`src/rtl/carrd_pkg.sv`:
```
// Shared types and constants for the CARRD writeback path (carrd_vrf_writer, carrd_wb_fifo).
package carrd_pkg;

  localparam int CARRD_BEATS      = 4;
  localparam int CARRD_BEAT_W     = 128;
  localparam int CARRD_REG_ADDR_W = 5;
  localparam int CARRD_DATA_W     = CARRD_BEATS * CARRD_BEAT_W;

  typedef struct packed {
    logic                        v_en;
    logic                        x_en;
    logic [CARRD_REG_ADDR_W-1:0] dest;
    logic [CARRD_DATA_W-1:0]     data;
  } wb_entry_t;

  typedef enum logic {
    IDLE,
    BEAT
  } wb_state_t;

  function automatic logic [CARRD_BEAT_W-1:0] beat_slice(input logic [CARRD_DATA_W-1:0] data,
                                                         input logic [1:0]              beat);
    return data[beat*CARRD_BEAT_W +: CARRD_BEAT_W];
  endfunction

endpackage

```
`src/rtl/carrd_wb_fifo.sv`:
```
// Synchronous FIFO of writeback entries; when empty, a same-cycle push falls through to head
// so the writer can start a sequence on the cycle after acceptance.
module carrd_wb_fifo
  import carrd_pkg::*;
#(
  parameter int FIFO_DEPTH = 2
) (
  input  logic      clk,
  input  logic      rst,
  input  logic      push,
  input  wb_entry_t din,
  input  logic      pop,
  output wb_entry_t head,
  output logic      avail,
  output logic      full,
  output logic      empty
);

  localparam int AW = (FIFO_DEPTH > 1) ? $clog2(FIFO_DEPTH) : 1;

  logic [AW:0] wr_ptr_q, wr_ptr_d;
  logic [AW:0] rd_ptr_q, rd_ptr_d;
  wb_entry_t   mem_q [FIFO_DEPTH];
  wb_entry_t   mem_d [FIFO_DEPTH];
  logic        do_push, do_pop;

  always_comb begin
    empty = (wr_ptr_q == rd_ptr_q);
    full  = (wr_ptr_q[AW] != rd_ptr_q[AW]) && (wr_ptr_q[AW-1:0] == rd_ptr_q[AW-1:0]);
    avail = !empty || push;
    head  = empty ? din : mem_q[rd_ptr_q[AW-1:0]];
  end

  // A push and pop into an empty FIFO is a pure pass-through: no storage, no pointer motion.
  always_comb begin
    do_pop   = pop && !empty;
    do_push  = push && !full && !(empty && pop);
    wr_ptr_d = wr_ptr_q + {{AW{1'b0}}, do_push};
    rd_ptr_d = rd_ptr_q + {{AW{1'b0}}, do_pop};
    mem_d    = mem_q;
    if (do_push) begin
      mem_d[wr_ptr_q[AW-1:0]] = din;
    end
  end

  always_ff @(posedge clk) begin
    if (rst) begin
      wr_ptr_q <= '0;
      rd_ptr_q <= '0;
    end else begin
      wr_ptr_q <= wr_ptr_d;
      rd_ptr_q <= rd_ptr_d;
    end
  end

  always_ff @(posedge clk) begin
    mem_q <= mem_d;
  end

endmodule

```
`src/rtl/carrd_vrf_writer.sv`:
```
// Serialises buffered 512-bit writeback entries into 4 x 128-bit VRF beats plus an XRF write.
// Optional CARRD_WB_BYPASS_EN: idle/empty entries issue beat 0 in the push cycle.
module carrd_vrf_writer
  import carrd_pkg::*;
#(
  parameter int FIFO_DEPTH = 2
) (
  input  logic         clk,
  input  logic         rst,
  input  logic         wb_v_wr_en,
  input  logic         wb_x_wr_en,
  input  logic [4:0]   wb_dest,
  input  logic [127:0] wb_data_1,
  input  logic [127:0] wb_data_2,
  input  logic [127:0] wb_data_3,
  input  logic [127:0] wb_data_4,
  output logic         wb_ready,
  output logic         vrf_wr_en,
  output logic [4:0]   vrf_wr_addr,
  output logic [1:0]   vrf_wr_beat,
  output logic [127:0] vrf_wr_data,
  output logic         xrf_wr_en,
  output logic [4:0]   xrf_wr_addr,
  output logic [31:0]  xrf_wr_data,
  output logic         busy
);

  wb_entry_t in_entry, head, cur_q, cur_d;
  wb_state_t state_q, state_d;
  logic [1:0] beat_q, beat_d;
  logic fifo_full, fifo_empty, fifo_avail, fifo_push, fifo_pop;
  logic accept, bypass_hit, last_beat;

  always_comb begin
    in_entry.v_en = wb_v_wr_en;
    in_entry.x_en = wb_x_wr_en;
    in_entry.dest = wb_dest;
    in_entry.data = {wb_data_4, wb_data_3, wb_data_2, wb_data_1};
  end

  assign wb_ready = !fifo_full;
  assign accept   = (wb_v_wr_en || wb_x_wr_en) && wb_ready;

`ifdef CARRD_WB_BYPASS_EN
  assign bypass_hit = accept && (state_q == IDLE) && fifo_empty;
`else
  assign bypass_hit = 1'b0;
`endif

  assign fifo_push = accept && !bypass_hit;
  assign last_beat = !cur_q.v_en || (beat_q == 2'(CARRD_BEATS - 1));
  assign busy      = !fifo_empty || (state_q == BEAT);

  carrd_wb_fifo #(
    .FIFO_DEPTH(FIFO_DEPTH)
  ) u_fifo (
    .clk  (clk),
    .rst  (rst),
    .push (fifo_push),
    .din  (in_entry),
    .pop  (fifo_pop),
    .head (head),
    .avail(fifo_avail),
    .full (fifo_full),
    .empty(fifo_empty)
  );

  always_ff @(posedge clk) begin
    if (rst) begin
      state_q <= IDLE;
      beat_q  <= '0;
    end else begin
      state_q <= state_d;
      beat_q  <= beat_d;
    end
  end

  always_ff @(posedge clk) begin
    cur_q <= cur_d;
  end

  always_comb begin
    state_d  = state_q;
    beat_d   = beat_q;
    cur_d    = cur_q;
    fifo_pop = 1'b0;
    case (state_q)
      IDLE: begin
        if (bypass_hit) begin
          // Beat 0 already went out this cycle; x-only entries are finished.
          if (in_entry.v_en) begin
            state_d = BEAT;
            beat_d  = 2'd1;
            cur_d   = in_entry;
          end
        end else if (fifo_avail) begin
          state_d  = BEAT;
          beat_d   = 2'd0;
          cur_d    = head;
          fifo_pop = 1'b1;
        end
      end
      BEAT: begin
        if (!last_beat) begin
          beat_d = beat_q + 2'd1;
        end else if (fifo_avail) begin
          beat_d   = 2'd0;
          cur_d    = head;
          fifo_pop = 1'b1;
        end else begin
          state_d = IDLE;
          beat_d  = 2'd0;
        end
      end
      default: begin
        state_d = IDLE;
        beat_d  = 2'd0;
      end
    endcase
  end

  always_comb begin
    vrf_wr_en   = 1'b0;
    vrf_wr_addr = '0;
    vrf_wr_beat = '0;
    vrf_wr_data = '0;
    xrf_wr_en   = 1'b0;
    xrf_wr_addr = '0;
    xrf_wr_data = '0;
    if (state_q == BEAT) begin
      vrf_wr_en   = cur_q.v_en;
      vrf_wr_addr = cur_q.dest;
      vrf_wr_beat = beat_q;
      vrf_wr_data = beat_slice(cur_q.data, beat_q);
      xrf_wr_en   = cur_q.x_en && (beat_q == 2'd0);
      xrf_wr_addr = cur_q.dest;
      xrf_wr_data = cur_q.data[31:0];
    end else if (bypass_hit) begin
      vrf_wr_en   = in_entry.v_en;
      vrf_wr_addr = in_entry.dest;
      vrf_wr_data = beat_slice(in_entry.data, 2'd0);
      xrf_wr_en   = in_entry.x_en;
      xrf_wr_addr = in_entry.dest;
      xrf_wr_data = in_entry.data[31:0];
    end
  end

endmodule
```
`config.mk`:
```
export PLATFORM = sky130hd
export DESIGN_NAME = carrd_vrf_writer
export DESIGN_NICKNAME = d
export VERILOG_FILES = /design/src/rtl/carrd_pkg.sv /design/src/rtl/carrd_wb_fifo.sv /design/src/rtl/carrd_vrf_writer.sv
export SDC_FILE = /design/constraint.sdc
export NUM_CORES = 2
export LEC_CHECK = 0
export CAP_MARGIN = 20
export CORE_MARGIN = 2
export CORE_UTILIZATION = 40
export DETAILED_ROUTE_END_ITERATION = 16
export GPL_TIMING_DRIVEN = 0
export PLACE_DENSITY_LB_ADDON = 0.25
export SKIP_LAST_GASP = 1
export SLEW_MARGIN = 20
export SYNTH_ARGS = -nofsm -noshare
export SYNTH_HDL_FRONTEND = slang
export SYNTH_SLANG_ARGS = --single-unit
```
`constraint.sdc`:
```
create_clock -name clk -period 36.2 [get_ports clk]
set_clock_uncertainty 0.05 [all_clocks]
set_input_delay 5.43 -clock clk [delete_from_list [all_inputs] [get_ports clk]]
set_output_delay 5.43 -clock clk [all_outputs]
set_load 0.01 [all_outputs]
```
After elaboration in Yosys (flattened, before gate mapping)

Index checks and enable logic that the tools add are counted.

Mux-type cells: 24
Eq/ne operators: 6
Shift-type cells: 1
Div/mod/pow operators: 0
Reduce and logical (&&, ||, !) cells: 17
Add/subtract/negate cells: 3
Multiply operators: 0
Order comparisons: 3
Bitwise logic cells: 3

Operator list:

| operator                                              | count |
|---|---|
| two-way mux 519 bit                                   | 7 |
| bitwise mux 1038 bit                                  | 1 |
| case mux 519 bit (2 select lines)                     | 1 |
| demux 519 bit (select 1 bit)                          | 1 |
| indexed part select 512 x 10 -> 128 bit               | 1 |
| two-way mux 128 bit                                   | 1 |
| two-way mux 32 bit                                    | 1 |
| logical AND 1 bit                                     | 8 |
| two-way mux 2 bit                                     | 3 |
| two-way mux 1 bit                                     | 5 |
| two-way mux 5 bit                                     | 1 |
| adder 2 x 1 -> 2 bit                                  | 2 |
| >= comparator 2 bit, second input constant            | 2 |
| logical NOT 1 bit                                     | 4 |
| logical OR 1 bit                                      | 4 |
| NOT 1 -> 2 bit                                        | 2 |
| case mux 1 bit (2 select lines)                       | 2 |
| case mux 2 bit (2 select lines)                       | 1 |
| adder 2 x 1 -> 2 bit, second input constant           | 1 |
| == test 2 bit                                         | 1 |
| == test 2 bit, second input constant                  | 1 |
| logical NOT 2 bit                                     | 1 |
| < comparator 2 x 1 -> 1 bit, second input constant    | 1 |
| inequality test 2 x 1 -> 1 bit, second input constant | 1 |
| 4 further kinds                                       | 4 |

Bits of input ports: 521
Memories kept: 0
RAM bits: 0
Word-level logic and storage cells: 73
ROM bits: 0
Flip-flop bits (word level): 1564
Bits in latches: 0
Output and inout bits: 176

Logic depth before layout (Yosys ltp)

Depth in word-level cells: 12
Mapped depth: 9

Modules after synthesis

A second synthesis with hierarchy kept.

Cell total of the unflattened synthesis: 3883
Area total of the unflattened synthesis: 63009.2 sq um

Modules (own cells, without submodules):

| module           | instances | area each (sq um) | seq. area each (sq um) | cells an instance |
|---|---|---|---|---|
| carrd_wb_fifo    | 1         | 43010.0           | 31250.0                | 2848 |
| carrd_vrf_writer | 1         | 19999.2           | 15645.0                | 1035 |

Worst setup path before layout

Ideal clock, no wire load.

Path type: input to register
Start point: input wb_v_wr_en
End point: register cur_q[0] (netlist bit), enable pin
Required time: 34571 ps
Setup time: 1579 ps
Buffers on the path: 0
Setup slack: 4208 ps
Cell stages on the path: 2
Arrival time: 30363 ps
Path through: nor2_1 a21oi_1

RTL lines:

| what                 | RTL line               | text |
|---|---|---|
| from (decl)          | carrd_vrf_writer.sv:10 | `input logic wb_v_wr_en,` |
| to (signal assigned) | carrd_vrf_writer.sv:79 | `cur_q <= cur_d;` |
| to (decl)            | carrd_vrf_writer.sv:28 | `wb_entry_t in_entry, head, cur_q, cur_d;` |

Worst setup path after layout

Start point: register beat_q[0]
End point: output vrf_wr_data[96]

Longest elaborated chain between the ends: 2

RTL lines:

| what                                    | RTL line                | text |
|---|---|---|
| from (decl)                             | carrd_vrf_writer.sv:30  | `logic [1:0] beat_q, beat_d;` |
| from (signal assigned)                  | carrd_vrf_writer.sv:74  | `beat_q <= beat_d;` |
| indexed part select 512 x 10 -> 128 bit | carrd_pkg.sv:23         | `return data[beat*CARRD_BEAT_W +: CARRD_BEAT_W];` |
| two-way mux 128 bit                     | carrd_vrf_writer.sv:130 | `if (state_q == BEAT) begin` |
| to (decl)                               | carrd_vrf_writer.sv:21  | `output logic [127:0] vrf_wr_data,` |

Every way passes these cells.

==> summary.md <==
| Metric | Value |
|---|---|
| Pins Over Slew Limit | 0 |
| WS Path Type | reg2out |
| Type of the worst min-delay path | reg2reg |
| Peak supply drop | 0.06761 mV |
| Post-cts resize count | 0 |
| Combinational share of power | 0.373 |
| Layout cells sized above 1 | 0.1179 |
| Initial Utilization | 0.4022 |
| IO Port Bufs | ~700 |
| DR iter-0 viols | roughly 3,400 |
| Row cnt | around 150 |
| CTS root buf | clkbuf_16 |
| Top post-synthesis cells by count | edfxtp_1 (1,557), mux2i_1 (519), nand3_1 (519) |
| Clock Pin Slew Worst Setup and Hold Paths | around 0.060 ns |
| Vias | around 38,000 |
| First-pass GRT wire length | ~270,000 um |
| Switch share | 0.3578 |
| CTS tree | done |
| Syn_area_per_cell | roughly 17 um2 |
| Vias/cell | roughly 5.5 |
| Die width | ~400 um |
| Final Core Density | 0.5081 |
| Clk Latency, worst-skew pair | 0.80 ns |
| Cell Pwr Density | 96.71 nW/um2 |
| Register share of total power | 0.413 |
| Inst Count DP | between 6,000 and 7,000 |
| Fin cells | between 6,000 and 7,000 |
| Syn_nets | between 4,000 and 5,000 |
| Setup tns final | 0 ns |
| Slew HR | 0.4399 |
| Placer Congestion | ~0.84 |
| NetSw | ~2.7 mW |
| Core Region | ~160,000 um2 |
| Least-Margin Pin Slew | 0.8402 ns |
| CTS Hold Buffers Added | 0 |
| Residual DRC count | 0 |
| Boundary pin count | between 600 and 700 |
| Antenna violations before repair | 63 |
| Vias in the first global route | about 37,000 |
| Height of the chip | around 400 um |
| Post-synthesis async set-or-reset flop share | 0 |
| TritonCTS Sinks | ~1,600 |
| Area fraction of the dominant cell type after synthesis | 0.7450 |
| Min Tclk post-route | between 9 and 10 ns |
| H-tree levels | 4 |
| Leakage power | 26.58 nW |
| Area Growth Syn to Fin | 26.33% |
| ANT nets after route | 0 |
| Critical path capture point type | output port |
| Max Buffers Root-to-Sink | 3 |
| Post-Route WL | about 190,000 um |
| TritonCTS buffer count | around 170 |
| Max_cap viols | 0 |
| Power Total | roughly 7.7 mW |
| Syn. warnings | 0 |
| GRT Util Overall | 0.2323 |
| Status | finished, final reports clean |
| Flops & latches, synth | 1,564 |
| Pin count of the biggest net entering global routing | 47 |
| Wire per inst | between 20 and 30 um |
| Yosys cell types | 31 |
| RSZ-0062 raised after global routing | no |
| Post-CTS setup buffers | 0 |
| CP arrival | 4.00 ns |
| DR pass1 iterations | 5 |
| Cell Area, Synth | around 63,000 um2 |
| Dpl hpwl | approximately 130,000 um |
| Top cells by area, synth | edfxtp_1 (75%), mux2i_1 (8.3%), mux4_2 (4.6%) |
| EDFF count, synth | between 1,500 and 2,000 |
| CP Data Required Time | about 31 ns |
| Synth area leader | edfxtp_1 |
| Int Power | around 4.9 mW |
| Die area | approximately 160,000 um2 |
| Mapped Cells | about 3,700 |
| CP max FO | 10 |
| FMAX | roughly 110 MHz |
| Final setup viols | 0 |
| Most common cell in the netlist | edfxtp_1 |
| Type of origin of the critical path | flop |
| Period utilisation layout | 0.2618 |
| Top FF cell, synth | edfxtp_1 |
| Overflow after GRT | 0 |
| Clock power share | 0.215 |
| Count of final hold-check violations | 0 |
| Seq/Total Area, Yosys | 0.7472 |
| Final nets | around 5,200 |
-- cells by family (layout without fill, tap and decap cells) --
group | after synthesis | count (layout) | share of synthesized area
adders and majority gates | 5 | 5 | 0.0009968
buffers and inverters | 286 | 1344 | 0.02046
other | 0 | 42 | 0
xor gates and xnor gates | 6 | 6 | 0.001077
muxes | 647 | 647 | 0.1287
DFF | 1564 | 1564 | 0.7472
and+or+nand+nor | 704 | 704 | 0.05963
AOI/OAI and AO/OA | 524 | 524 | 0.04189
-- through the flow --
stage          setup slack [ns]  instance area (um2)  hold slack, ns
4_1_cts                   26.61                79170          0.5171
3_3_place_gp             -11.81                72290          0.5084
3_5_place_dp              27.18                73980          0.5226
5_1_grt                   26.60                79250          0.5561
2_1_floorplan             4.208                62760          0.4994
6_report                  26.72                79280          0.5181
-- routing by layer --
metal | up-vias | part of all wire | global-route usage
li1 | 16640 | - | -
met1 | 19190 | 0.40 | 0.3131
met2 | 1620 | 0.48 | 0.3663
met3 | 319 | 0.077 | 0.04949
met4 | 20 | 0.035 | 0.09604
met5 | - | 0.00061 | 0
-- path summary, 6_finish.rpt --
path | startpoint | endpoint | slack, ns | depth (start not counted)
worst max-delay path | beat_q[0] | vrf_wr_data[96] | 26.72 | 6
worst min-delay path | u_fifo.mem_q[993] | cur_q[474] | 0.52 | 2
worst max register to register | u_fifo.rd_ptr_q[0] | cur_q[314] | 31.79 | 14
worst min register to register | u_fifo.mem_q[993] | cur_q[474] | 0.52 | 2
-- sequential cells by signal (all words and copies together), names as in the netlist --
| signal | flops |
|---|---|
| beat_q | 2 |
| u_fifo.mem_q | 1038 |
| u_fifo.wr_ptr_q | 2 |
| u_fifo.rd_ptr_q | 2 |
| state_q | 1 |
| cur_q | 519 |
-- cell type report --
class	instances	area, um2
antenna	42	105.1
buffer	283	1280
clock buffer	206	4304
clock inverter	92	893.4
fill	13090	76740
inverter	3	11.26
multi-input combinational	1886	14620
sequential	1564	46900
tap	2058	2575
timing repair buffer	760	8601
-- power by group through the flow --
| stage | Sequential [mW] | Clock, mW | Combinational, mW |
|---|---|---|---|
| final | 3.16 | 1.65 | 2.86 |
| after global routing | 3.21 | 1.75 | 3.08 |
| after CTS | 3.17 | 1.68 | 2.89 |
| after detailed placement | 3.19 | 0 | 2.88 |
| after global placement | 4.11 | 0 | 2.63 |
| after floorplan | 3.65 | 0 | 1.57 |
-- cells in the final DEF (no fill, tap or decap), types with 15 or more instances in the layout --
cell,netlist,routed
o21ai_0,41,41
and2_1,168,168
diode_2,0,42
edfxtp_1,1557,1557
o21ai_1,478,478
buf_1,32,32
nand3_1,519,519
mux4_2,128,128
clkdlybuf4s50_1,0,695
buf_4,15,15
mux2i_1,519,519
clkbuf_1,113,147
clkbuf_16,0,166
buf_2,123,123
clkinv_2,0,23
buf_16,0,49
clkinv_1,0,37
-- worst max-delay path, stage by stage (launching register included) --
cell and delay, ns:
dfxtp_1 0.33, clkbuf_1 0.39, buf_2 0.70, buf_4 0.38, mux4_2 0.56, and2_1 0.18
clkdlybuf4s50_1 0.62
(Power assumes the default switching activity.)
